==> src/rtl/n_bit_updown_mod_counter.sv <==
// WIDTH-bit modulo counter with programmable bound, up/down/ping-pong/hold modes,
// synchronous clamped load, wrap or saturate policy and a registered boundary pulse.
module n_bit_updown_mod_counter #(
    parameter int WIDTH     = 3,
    parameter int MAX_COUNT = 2**WIDTH-1,
    parameter bit SATURATE  = 1'b0
) (
    input  logic             clk,
    input  logic             rst,
    input  logic             en,
    input  logic [1:0]       mode,
    input  logic             load,
    input  logic [WIDTH-1:0] load_val,
    output logic [WIDTH-1:0] count,
    output logic             dir,
    output logic             tc
);

    localparam logic [WIDTH-1:0] MAX_V = WIDTH'(MAX_COUNT);

    localparam logic [1:0] MODE_UP   = 2'b00;
    localparam logic [1:0] MODE_DOWN = 2'b01;
    localparam logic [1:0] MODE_PP   = 2'b10;
    localparam logic [1:0] MODE_HOLD = 2'b11;

    typedef enum logic {UP = 1'b0, DOWN = 1'b1} dir_t;

    dir_t             dir_q;
    dir_t             dir_d;
    logic [WIDTH-1:0] count_d;
    logic             tc_d;

    function automatic logic [WIDTH-1:0] clamp_load(input logic [WIDTH-1:0] v);
        return (v > MAX_V) ? MAX_V : v;
    endfunction

    assign dir_q = dir_t'(dir);

    always_comb begin
        count_d = count;
        dir_d   = dir_q;
        tc_d    = 1'b0;
        if (load) begin
            count_d = clamp_load(load_val);
        end else begin
            // Up/down modes force the direction flag even while disabled.
            if (mode == MODE_UP)   dir_d = UP;
            if (mode == MODE_DOWN) dir_d = DOWN;
            if (en && mode != MODE_HOLD) begin
                case (mode)
                    MODE_UP: begin
                        if (count < MAX_V) begin
                            count_d = count + 1'b1;
                        end else begin
                            tc_d = 1'b1;
                            if (!SATURATE) count_d = '0;
                        end
                    end
                    MODE_DOWN: begin
                        if (count != '0) begin
                            count_d = count - 1'b1;
                        end else begin
                            tc_d = 1'b1;
                            if (!SATURATE) count_d = MAX_V;
                        end
                    end
                    MODE_PP: begin
                        // Reflect at either end without dwelling on the boundary value.
                        if (dir_q == UP) begin
                            if (count < MAX_V) begin
                                count_d = count + 1'b1;
                            end else begin
                                count_d = MAX_V - 1'b1;
                                dir_d   = DOWN;
                                tc_d    = 1'b1;
                            end
                        end else begin
                            if (count != '0) begin
                                count_d = count - 1'b1;
                            end else begin
                                count_d = WIDTH'(1);
                                dir_d   = UP;
                                tc_d    = 1'b1;
                            end
                        end
                    end
                    default: ;
                endcase
            end
        end
    end

    always_ff @(posedge clk or negedge rst) begin
        if (!rst) begin
            count <= '0;
            dir   <= 1'b0;
            tc    <= 1'b0;
        end else begin
            count <= count_d;
            dir   <= dir_d;
            tc    <= tc_d;
        end
    end

endmodule

==> config.mk <==
export PLATFORM = sky130hd
export DESIGN_NAME = n_bit_updown_mod_counter
export DESIGN_NICKNAME = d
export VERILOG_FILES = /design/src/rtl/n_bit_updown_mod_counter.sv
export SDC_FILE = /design/constraint.sdc
export NUM_CORES = 1
export LEC_CHECK = 0
export ABC_AREA = 1
export CAP_MARGIN = 20
export CORE_AREA = 10 10 49 51
export DETAILED_ROUTE_END_ITERATION = 7
export DIE_AREA = 0 0 59 61
export SYNTH_ARGS = -nofsm -noshare
export SYNTH_HDL_FRONTEND = slang
export SYNTH_SLANG_ARGS = --single-unit
export TNS_END_PERCENT = 30
==> constraint.sdc <==
create_clock -name clk -period 3.85 [get_ports clk]
set_input_delay 0.5775 -clock clk [delete_from_list [all_inputs] [get_ports clk]]
set_output_delay 0.5775 -clock clk [all_outputs]
set_load 0.005 [all_outputs]
==> impl_metrics.json <==
{
  "status": "completed",
  "worstReg2RegEnd": "count[1]$_DFFE_PN0P_",
  "dp_slack_ps": 1600,
  "peakVddDrop_mv": 0.196,
  "place_congestion": 0.812,
  "hold_viol": 0,
  "worstSetupEndpointType": "register",
  "seqPwrFrac": 0.290,
  "dp_hpwl_um": 1140,
  "reg2reg_depth": 11,
  "dieArea_um2": 3600,
  "intPower_mw": 0.161,
  "pwr-share-comb": 0.483,
  "wl_per_cell_um": 11.0,
  "cp_slowest_stage_delay_ps": 520,
  "drt-initial-drc-count": 18,
  "fp-row-count": 14,
  "drv_cap": 0,
  "cts_buffers": 3,
  "switching_share": 0.403,
  "fin_util": 0.496,
  "p_per_area_nw_per_um2": 370,
  "maxSlewHeadroom": 0.799,
  "grt_max_degree": 8,
  "vias": 605,
  "cp_slowest_cell": "clkdlybuf4s50_1",
  "path_clk_slew_ps": 50,
  "fin_skew_ps": 5.48,
  "setup_viol": 0,
  "syn_nets": 106,
  "crit_chain": "clkdlybuf4s50_1 -> inv_1 -> ha_1 -> clkinv_1 -> nand2_1 -> a21oi_2 -> a21oi_1 -> a22oi_1",
  "ys_warn_count": 0,
  "drc": 0,
  "fin_crit_ps": 2000,
  "critical_path_class": "in -> reg",
  "num_io_pins": 14,
  "layout_setup_ws_ps": 1850,
  "fin_tns_setup_ps": 0,
  "wirelength_um": 1360,
  "ys_ff_latch": 5,
  "yosysSeqAreaShare": 0.226,
  "numPortBuffers": 13,
  "fmax_mhz": 499,
  "period_share": 0.521,
  "overflow": 0,
  "h-tree-depth": 1,
  "nFillCells": 156,
  "grt_antenna_before_repair": 0,
  "clockBufferDepth": 2,
  "drive_above_1_share": 0.0654,
  "cts_setup_buffers": 0,
  "synth_cell_types": 18,
  "via_per_inst": 4.92,
  "rsz0062_at_grt": "false",
  "worst_slew_pin_slew_ps": 301,
  "power.leakage_nw": 0.388,
  "power.switching_mw": 0.109,
  "area_growth_syn_to_layout_pct": 31.9,
  "ff_latch_area_um2": 125,
  "crit_fanout": 6,
  "cts_tree": "yes",
  "die_width_um": 59,
  "clkSinkCount": 5,
  "multi_input_area_um2": 375,
  "start_kind": "primary input",
  "clock_latency_ps": 250,
  "drtPass1Iterations": 4,
  "final_nets": 124,
  "crit_arrival_ps": 2170,
  "fp.dieH_um": 61,
  "start_util": 0.376,
  "grt_pass1_vias": 579,
  "ant_nets": 0,
  "postCtsHoldBufs": 0,
  "grt_pass1_wl_um": 2370,
  "synth_area_um2": 553,
  "track_usage": 0.0816,
  "avgSynthCellArea_um2": 6.14,
  "pwr-share-clk": 0.227,
  "core_um2": 1470,
  "cts-resized-gates": 0,
  "finalMaxSlewViolations": 0,
  "crit_required_ps": 4010,
  "min_path_type": "in -> async",
  "totalPowerFinal_mw": 0.270,
  "r2r-start": "count[0]$_DFFE_PN0P_",
  "root_buffer": "clkbuf_4",
  "rrSetupSlack_ps": 2260,
  "antenna-diode-count": 0,
  "syn_inst": 90
}
## worst max-delay path by stage
stage               startpoint                   end  slack [ps]
finish                 mode[0]  count[0]$_DFFE_PN0P_        1850
global route           mode[1]  count[1]$_DFFE_PN0P_        1660
CTS                    mode[0]  count[0]$_DFFE_PN0P_        1840
detailed placement     mode[0]  count[0]$_DFFE_PN0P_        1600
global placement       mode[0]  count[1]$_DFFE_PN0P_        1630
floorplan              mode[0]  count[0]$_DFFE_PN0P_        2280
## logic make-up (layout without fill, tap and decap cells)
logic type      after synthesis  after routing  share of synthesized area
buf+inv                      14             31                     0.0950
flops                         5              5                      0.226
compound gates               11             11                      0.120
fa+ha+maj                     7              7                      0.158
simple gates                 53             53                      0.400
## cell type report
cell class,instances,area share
clock buffers,4,0.0360
inverters,14,0.0720
multi-input cells,71,0.515
flip-flops and latches,5,0.172
well taps,16,0.0274
repair buffers,13,0.178
## worst max-delay path: cells and delay by family
family | cells | cell delay, ps
compound gates | 3 | 470
buf+inv | 3 | 720
simple gates | 1 | 70
fa+ha+maj | 1 | 320
## power groups by stage
stage	sequential, mW	clock, mW	combinational (mW)
5_1_grt	0.0803	0.0660	0.150
2_1_floorplan	0.0762	0	0.0826
4_1_cts	0.0786	0.0631	0.132
3_5_place_dp	0.0794	0	0.131
3_3_place_gp	0.0790	0	0.132
6_report	0.0783	0.0611	0.130
## routing by layer
| layer | part of all wire | GRT usage | vias to the layer above |
|---|---|---|---|
| li1 | - | - | 319 |
| met1 | 0.44 | 0.0887 | 263 |
| met2 | 0.49 | 0.144 | 23 |
| met3 | 0.066 | 0.0251 | 0 |
| met4 | 0 | 0.0328 | 0 |
| met5 | 0 | 0 | - |
## through the flow
| step | std cells | hold slack [ps] | cell area, µm² |
|---|---|---|---|
| 2_1_floorplan | 90 | 282 | 553 |
| 3_3_place_gp | 119 | 598 | 703 |
| 3_5_place_dp | 119 | 582 | 703 |
| 4_1_cts | 123 | 568 | 729 |
| 5_1_grt | 123 | 575 | 729 |
| 6_report | 123 | 568 | 729 |
## registers in the layout (all words and copies together), names as in the netlist
| signal | cells |
|---|---|
| count | 3 |
| dir | 1 |
| tc | 1 |
## layout by cell type, fill, tap and decap left out
cell type	count
nand2_1	32
clkdlybuf4s50_1	13
inv_1	12
nand3_1	9
nor2_1	9
ha_1	7
dfrtp_1	5
a21oi_1	4
clkbuf_4	3
o22ai_1	2
nand3_2	1
inv_2	1
nand2_2	1
o211ai_1	1
o21ai_1	1
or2_1	1
clkinv_1	1
a21oi_2	1
o21ai_0	1
a22oi_1	1
clkbuf_1	1
## synthesized netlist by cell type
cell / instances / area (µm²)
a21oi_1: 4 / 20.0
o211ai_1: 1 / 7.51
nor2_1: 9 / 33.8
dfrtp_1: 5 / 125
nand3_2: 1 / 10.0
a21oi_2: 1 / 8.76
o21ai_1: 1 / 5.00
ha_1: 7 / 87.6
inv_2: 1 / 3.75
o22ai_1: 2 / 12.5
nand2_2: 1 / 6.26
o21ai_0: 1 / 5.00
inv_1: 12 / 45.0
nand3_1: 9 / 45.0
a22oi_1: 1 / 7.51
nand2_1: 32 / 120
or2_1: 1 / 6.26
clkinv_1: 1 / 3.75
Power figures use the tool's default switching activity.
